[src/rtl/div_pkg.sv]
// div_pkg: shared state encoding and limits for the clock divider controller
package div_pkg;
  typedef enum logic [1:0] {ST_IDLE = 2'd0, ST_RUN = 2'd1, ST_DRAIN = 2'd2} state_e;
  localparam int MIN_DIV = 2;
endpackage

[src/rtl/clk_div_phase_gen.sv]
// clk_div_phase_gen: phase counter and 50%-duty output for divisor n_i
module clk_div_phase_gen #(
  parameter int WIDTH = 8
) (
  input  logic             clk,
  input  logic             rst,
  input  logic             run_i,
  input  logic             clear_i,
  input  logic [WIDTH-1:0] n_i,
  output logic             outp_o,
  output logic             wrap_o
);
  logic [WIDTH-1:0] cnt_q, cnt_d;
  logic p_q, p_d, pn_q;
  assign wrap_o = run_i && cnt_q == n_i - WIDTH'(1);
  // n_i only changes while cnt_d is 0, so the current n_i is valid for p_d
  always_comb begin
    cnt_d = (clear_i || wrap_o) ? '0 : run_i ? cnt_q + WIDTH'(1) : cnt_q;
    p_d   = cnt_d >= (n_i >> 1);
  end
  always_ff @(posedge clk or posedge rst) begin
    if (rst) begin
      cnt_q <= '0;
      p_q   <= 1'b0;
    end else begin
      cnt_q <= cnt_d;
      p_q   <= p_d;
    end
  end
  always_ff @(negedge clk or posedge rst) begin
    if (rst) pn_q <= 1'b0;
    else     pn_q <= p_q;
  end
  assign outp_o = n_i[0] ? (p_q & pn_q) : p_q;
endmodule

[src/rtl/clk_div_ctrl.sv]
// clk_div_ctrl: run/stop sequencing and glitch-free divisor updates for the phase generator
module clk_div_ctrl
  import div_pkg::*;
#(
  parameter int WIDTH       = 8,
  parameter int DEFAULT_DIV = 3
) (
  input  logic             clk,
  input  logic             rst,
  input  logic             en,
  input  logic             cfg_valid,
  input  logic [WIDTH-1:0] cfg_div,
  output logic             cfg_ready,
  output logic             cfg_err,
  output logic [WIDTH-1:0] div_cur,
  output logic             running,
  output logic             period_tick,
  output logic             outp
);
  state_e st_q, st_d;
  logic [WIDTH-1:0] div_q, div_d, pend_div_q, pend_div_d;
  logic pend_q, pend_d, err_q, err_d;
  logic wrap, active, acc, bad;
  assign active = st_q != ST_IDLE;
  // a pending divisor lands at the period boundary, or at once if we fell idle
  always_comb begin
    acc        = cfg_valid && !pend_q;
    bad        = cfg_div < WIDTH'(MIN_DIV);
    err_d      = acc && bad;
    st_d       = en ? ST_RUN : (active && !wrap) ? ST_DRAIN : ST_IDLE;
    pend_d     = pend_q;
    pend_div_d = pend_div_q;
    div_d      = div_q;
    if (pend_q && (wrap || !active)) begin
      div_d  = pend_div_q;
      pend_d = 1'b0;
    end
    if (acc && !bad) begin
      if (active) begin
        pend_d     = 1'b1;
        pend_div_d = cfg_div;
      end else div_d = cfg_div;
    end
  end
  always_ff @(posedge clk or posedge rst) begin
    if (rst) begin
      st_q       <= ST_IDLE;
      div_q      <= WIDTH'(DEFAULT_DIV);
      pend_div_q <= '0;
      pend_q     <= 1'b0;
      err_q      <= 1'b0;
    end else begin
      st_q       <= st_d;
      div_q      <= div_d;
      pend_div_q <= pend_div_d;
      pend_q     <= pend_d;
      err_q      <= err_d;
    end
  end
  assign cfg_ready   = !pend_q;
  assign cfg_err     = err_q;
  assign div_cur     = div_q;
  assign running     = active;
  assign period_tick = wrap;
  clk_div_phase_gen #(.WIDTH(WIDTH)) u_phase (
    .clk     (clk),
    .rst     (rst),
    .run_i   (active),
    .clear_i (!active),
    .n_i     (div_q),
    .outp_o  (outp),
    .wrap_o  (wrap)
  );
endmodule

[config.mk]
export PLATFORM = sky130hd
export DESIGN_NAME = clk_div_ctrl
export DESIGN_NICKNAME = d
export VERILOG_FILES = /design/src/rtl/div_pkg.sv /design/src/rtl/clk_div_phase_gen.sv /design/src/rtl/clk_div_ctrl.sv
export SDC_FILE = /design/constraint.sdc
export NUM_CORES = 1
export LEC_CHECK = 0
export ABC_AREA = 1
export CORE_ASPECT_RATIO = 1.4
export CORE_MARGIN = 8
export CORE_UTILIZATION = 60
export DETAILED_ROUTE_END_ITERATION = 7
export GPL_TIMING_DRIVEN = 0
export PLACE_DENSITY = 0.85
export SETUP_SLACK_MARGIN = 0.05
export SYNTH_ARGS = -nofsm -noshare
export SYNTH_HDL_FRONTEND = slang
export SYNTH_HIERARCHICAL = 1
export SYNTH_SLANG_ARGS = --single-unit
[constraint.sdc]
create_clock -name clk -period 5.49 [get_ports clk]
set_clock_uncertainty 0.15 [all_clocks]
set_input_delay 1.098 -clock clk [delete_from_list [all_inputs] [get_ports clk]]
set_output_delay 1.098 -clock clk [all_outputs]
set_load 0.005 [all_outputs]
== Word-level counts from Yosys, hierarchy flattened ==
Cells that the tools add are included.

* Add/subtract/negate cells: 2
* Order comparisons: 2
* Equal/unequal tests: 1
* Mux-type cells: 11
* Bitwise gates (word level): 1
* Reduce and logical (&&, ||, !) cells: 13

{| class="wikitable"
|+ Operators by type and width
! cell !! number
|-
| $mux W8 || 5
|-
| $add A8 B1 Y8 const B || 1
|-
| $eq A8 B8 Y1 || 1
|-
| $ge A8 B7 Y1 || 1
|-
| $lt A8 B2 Y1 const B || 1
|-
| $sub A8 B1 Y8 const B || 1
|-
| $logic_and A1 B1 Y1 || 6
|-
| $logic_not A1 Y1 || 4
|-
| $mux W1 || 4
|-
| $mux W2 || 2
|-
| $reduce_and A2 Y1 || 1
|-
| $reduce_bool A2 Y1 || 1
|-
| $and A1 B1 Y1 || 1
|-
| $logic_or A1 B1 Y1 || 1
|}

* Bits in registers: 30
* Input port bits: 12
* Output and inout port bits: 13

== Logic depth before layout (Yosys ltp) ==
* Word-level depth: 8
* Depth in mapped cells: 24

== By module ==
The synthesis kept the hierarchy.

{| class="wikitable"
|+ Modules (own cells, without submodules)
! module !! instances !! cells an instance !! area an instance (µm²) !! sequential area each (µm²)
|-
| clk_div_phase_gen || 1 || 150 || 1052.3 || 250.2
|-
| clk_div_ctrl || 1 || 125 || 1041.0 || 503.0
|}

==> flow_summary.html <==
<table>
<tr><th>Metric</th><th>Value</th></tr>
<tr><th colspan="2">Floorplanning</th></tr>
<tr><td>Die X-Extent</td><td>65.9 um</td></tr>
<tr><td>Top-level port count</td><td>25</td></tr>
<tr><td>Height of the die</td><td>85.9 um</td></tr>
<tr><td>Core Region</td><td>3350 um2</td></tr>
<tr><td>Die Area</td><td>5660 um2</td></tr>
<tr><td>Starting density of the core</td><td>62.5%</td></tr>
<tr><td>Cell row count</td><td>25</td></tr>
<tr><th colspan="2">Global routing</th></tr>
<tr><td>Number of antenna violations at the first check in global routing</td><td>0</td></tr>
<tr><td>First-pass GRT wire length</td><td>7560 um</td></tr>
<tr><td>Aggregate global-route resource usage</td><td>16.6%</td></tr>
<tr><td>Remaining global-route overflow</td><td>0</td></tr>
<tr><td>Via count of the first global-routing pass</td><td>1,795</td></tr>
<tr><td>Maximum number of pins on one net before global-route repair</td><td>21</td></tr>
<tr><th colspan="2">STA</th></tr>
<tr><td>Slew at the pin closest to its max-slew limit</td><td>0.740 ns</td></tr>
<tr><td>Count of endpoints failing hold in the final timing report</td><td>0</td></tr>
<tr><td>Worst Setup Slack, final</td><td>0.224 ns</td></tr>
<tr><td>RSZ-0062 raised after global routing</td><td>false</td></tr>
<tr><td>Remaining max-slew budget at the tightest pin</td><td>50.6%</td></tr>
<tr><td>Worst hold slack after final layout</td><td>0.323 ns</td></tr>
<tr><td>Total count of max-transition violations in the final report</td><td>0</td></tr>
<tr><td>Accumulated negative setup slack</td><td>0 ns</td></tr>
<tr><td>Finish-stage setup viols</td><td>0</td></tr>
<tr><th colspan="2">Clock network</th></tr>
<tr><td>Latest clock arrival within the worst-skew pair</td><td>0.28 ns</td></tr>
<tr><td>Clock tree sinks</td><td>30</td></tr>
<tr><td>Master cell of the clock root buffer</td><td>sky130_fd_sc_hd__clkbuf_8</td></tr>
<tr><td>TritonCTS clock tree</td><td>yes</td></tr>
<tr><td>Clk slew on worst S/H paths</td><td>0.06 ns</td></tr>
<tr><td>Number of setup buffers added after CTS</td><td>0</td></tr>
<tr><td>Number of CTS-inserted buffers</td><td>5</td></tr>
<tr><td>H-tree lvl count</td><td>2</td></tr>
<tr><td>Number of gates resized after CTS</td><td>0</td></tr>
<tr><td>CTS max path bufs</td><td>2</td></tr>
<tr><td>Hold-fix buffers, CTS</td><td>0</td></tr>
<tr><th colspan="2">Detailed routing</th></tr>
<tr><td>Average wire per standard cell</td><td>12.4 um</td></tr>
<tr><td>DRC Markers</td><td>0</td></tr>
<tr><td>DR vias</td><td>1,779</td></tr>
<tr><td>Vias per cell</td><td>5.13</td></tr>
<tr><td>Residual antenna-violating net count after detailed routing</td><td>0</td></tr>
<tr><td>Initial drt markers</td><td>39</td></tr>
<tr><td>Detailed-route wire length</td><td>4310 um</td></tr>
<tr><td>Drt pass-1 iters</td><td>4</td></tr>
<tr><th colspan="2">Finish</th></tr>
<tr><td>Commonest non-fill, non-tap cell in the layout</td><td>sky130_fd_sc_hd__nand2_1</td></tr>
<tr><td>Final core utilization</td><td>74.5%</td></tr>
<tr><td>Final-stage net count</td><td>327</td></tr>
<tr><td>Commonest cells after routing, fill and taps aside</td><td>sky130_fd_sc_hd__nand2_1, sky130_fd_sc_hd__inv_1, sky130_fd_sc_hd__dfrtp_1</td></tr>
<tr><td>Area Overhead vs Synth</td><td>19.1%</td></tr>
<tr><td>Fraction of layout instances using a drive strength above 1</td><td>21.2%</td></tr>
<tr><td>Diodes inserted</td><td>0</td></tr>
<tr><td>Post-layout instance area</td><td>2490 um2</td></tr>
<tr><th colspan="2">Synth</th></tr>
<tr><td>Post-synthesis average cell area</td><td>7.61 um2</td></tr>
<tr><td>Dominant combinational cell family by area after synthesis</td><td>simple AND/OR/NAND/NOR gates</td></tr>
<tr><td>Portion of synthesized cell area occupied by the leading cell type</td><td>32.3%</td></tr>
<tr><td>Synth warn</td><td>6</td></tr>
<tr><td>Count of different cell masters after synthesis</td><td>28</td></tr>
<tr><td>Synth Cell Area</td><td>2090 um2</td></tr>
<tr><td>Syn Inst Count</td><td>275</td></tr>
<tr><td>Post-synth top area cell</td><td>sky130_fd_sc_hd__dfrtp_1</td></tr>
<tr><td>Post-synthesis net count</td><td>296</td></tr>
<tr><td>Synth area leaders</td><td>sky130_fd_sc_hd__dfrtp_1, sky130_fd_sc_hd__nand2_1, sky130_fd_sc_hd__inv_1</td></tr>
<tr><td>Compound-gate portion of the synthesized area</td><td>0.837%</td></tr>
<tr><td>Synthesized-area fraction occupied by xor and xnor cells</td><td>4.54%</td></tr>
<tr><td>Yosys reg bits</td><td>30</td></tr>
<tr><td>Post-synthesis share of cell area spent on full adders, half adders and majority gates</td><td>5.38%</td></tr>
<tr><td>Sequential-to-total area share from yosys stat</td><td>36.0%</td></tr>
<tr><td>Simple-gate share of the synthesized area</td><td>42.7%</td></tr>
<tr><td>Mux cell area share after synthesis</td><td>0%</td></tr>
<tr><th colspan="2">Placement</th></tr>
<tr><td>Total of buffers placed on input and output ports</td><td>24</td></tr>
<tr><td>HPWL after detailed placement</td><td>3440 um</td></tr>
<tr><td>Post-Place Setup Slack</td><td>0.517 ns</td></tr>
<tr><td>GPL Wtd Cong</td><td>0.852</td></tr>
<tr><td>Cell area reported after detailed placement</td><td>2380 um2</td></tr>
<tr><th colspan="2">Power and ir drop</th></tr>
<tr><td>Part of the total power dissipated in combinational logic</td><td>49.9%</td></tr>
<tr><td>Internal Dissipation</td><td>0.692 mW</td></tr>
<tr><td>Seq pwr share</td><td>32.2%</td></tr>
<tr><td>Leakage</td><td>1.31 nW</td></tr>
<tr><td>Portion of total power attributed to the clock network</td><td>17.8%</td></tr>
<tr><td>Total power density per cell area</td><td>481 nW/um2</td></tr>
<tr><td>Proportion of total power due to net switching</td><td>42.2%</td></tr>
<tr><td>Worst voltage drop across the vdd grid</td><td>0.351 mV</td></tr>
<tr><td>Sw Pwr</td><td>0.506 mW</td></tr>
<tr><th colspan="2">Worst setup path</th></tr>
<tr><td>Delay of the slowest cell on the worst path</td><td>0.49 ns</td></tr>
<tr><td>Slowest cell on the critical path</td><td>sky130_fd_sc_hd__clkdlybuf4s50_1</td></tr>
<tr><td>Arrival time of data at the critical path endpoint</td><td>4.02 ns</td></tr>
<tr><td>Critical path type</td><td>reg -&gt; out</td></tr>
<tr><td>Endpoint type of the worst setup path</td><td>output pin</td></tr>
<tr><td>CP Max Fanout</td><td>1</td></tr>
<tr><td>CP Launch Type</td><td>flip-flop</td></tr>
<tr><td>Required time at the worst-slack endpoint</td><td>4.24 ns</td></tr>
<tr><td>Cell-by-cell listing of the critical path</td><td>o21a_1, clkdlybuf4s50_1</td></tr>
<tr><th colspan="2">Hold path</th></tr>
<tr><td>Type of the tightest min-delay check</td><td>reg -&gt; reg</td></tr>
<tr><th colspan="2">Run</th></tr>
<tr><td>Number of max-capacitance violations reported</td><td>0</td></tr>
<tr><th colspan="2">Run status</th></tr>
<tr><td>Result of the run</td><td>complete, no violations</td></tr>
</table>
layout make-up:
| type | count | area, um2 |
|---|---|---|
| well taps | 40 | 50.0 |
| multi-input cells | 194 | 1120 |
| plain buffers | 6 | 51.3 |
| flip-flops and latches | 30 | 753 |
| inverters | 45 | 169 |
| clock buffers | 5 | 68.8 |
| clock inverters | 3 | 40.0 |
| fillers | 253 | 855 |
| repair buffers | 24 | 240 |
final timing paths:
kind	depth (start not counted)	slack, ns	end	from
setup / recovery	2	0.22	outp	u_phase/pn_q$_DFF_NP0_
max in group asynchronous	2	1.28	u_phase/pn_q$_DFF_NP0_	rst
min in group asynchronous	2	0.98	u_phase/cnt_q[2]$_DFF_PP0_	rst
setup reg to reg	0	2.08	u_phase/pn_q$_DFF_NP0_	u_phase/p_q$_DFF_PP0_
hold reg to reg	2	0.32	pend_div_q[4]$_DFFE_PP0P_	pend_div_q[4]$_DFFE_PP0P_
hold / removal	2	0.32	pend_div_q[4]$_DFFE_PP0P_	pend_div_q[4]$_DFFE_PP0P_
routing by layer:
layer  global-route usage [%]  share of wire [%]  vias to the layer above
met5                        0                  0                        -
met4                     9.16                1.6                        0
met3                     3.39                4.0                        6
met2                     30.1                 56                       38
met1                     17.0                 38                      811
li1                         -                  -                      924
sequential cells by signal, summed over array words and instances (netlist names):
signal and cells:
pend_div_q 8, cfg_err 1, pend_q 1, st_q 2
u_phase/pn_q 1, u_phase/p_q 1, div_cur 8, u_phase/cnt_q 8
per-stage QoR:
| step | cells | power [mW] |
|---|---|---|
| after floorplan | 275 | 0.809 |
| after global placement | 339 | 0.970 |
| after detailed placement | 339 | 0.991 |
| after CTS | 347 | 1.21 |
| after global routing | 347 | 1.31 |
| final | 347 | 1.20 |
power groups by stage:
stage	registers [mW]	clock network, mW	logic, mW
floorplan	0.374	0	0.435
global placement	0.388	0	0.582
detailed placement	0.391	0	0.600
CTS	0.387	0.218	0.605
global route	0.403	0.226	0.685
finish	0.386	0.214	0.598
logic make-up (layout without fill, tap and decap cells):
family                   after synthesis  in the layout
buffers and inverters                 51             83
AND/OR/NAND/NOR                      172            172
XOR/XNOR                              10             10
AO/OA/AOI/OAI                          3              3
adder cells (fa/ha/maj)                9              9
flip-flops                            30             30
critical path, delay by kind of cell, from the launching register on:
kind / cells / cell delay [ns]
compound gates: 1 / 0.11
buf+inv: 1 / 0.49
flops: 1 / 0.39
cell usage after synthesis:
cell / instances
sky130_fd_sc_hd__a21oi_1: 1
sky130_fd_sc_hd__nand3_4: 2
sky130_fd_sc_hd__ha_1: 9
sky130_fd_sc_hd__nand4_1: 17
sky130_fd_sc_hd__xor2_2: 1
sky130_fd_sc_hd__nand2_4: 2
sky130_fd_sc_hd__nand2_2: 9
sky130_fd_sc_hd__buf_6: 3
sky130_fd_sc_hd__nor2_1: 10
sky130_fd_sc_hd__dfrtp_1: 27
sky130_fd_sc_hd__o21ai_1: 1
sky130_fd_sc_hd__o21a_1: 1
sky130_fd_sc_hd__xnor2_1: 4
sky130_fd_sc_hd__nand3_1: 19
sky130_fd_sc_hd__buf_4: 1
sky130_fd_sc_hd__inv_1: 32
sky130_fd_sc_hd__nor2_4: 4
sky130_fd_sc_hd__nor3_2: 2
sky130_fd_sc_hd__xor2_1: 5
sky130_fd_sc_hd__nor2_2: 11
sky130_fd_sc_hd__dfrtn_1: 1
sky130_fd_sc_hd__buf_2: 2
sky130_fd_sc_hd__clkinv_1: 1
sky130_fd_sc_hd__nand2_1: 90
sky130_fd_sc_hd__inv_2: 12
sky130_fd_sc_hd__nor2_8: 1
sky130_fd_sc_hd__nand3_2: 5
sky130_fd_sc_hd__dfstp_2: 2
Note: power is estimated with default switching activity, not from simulation.
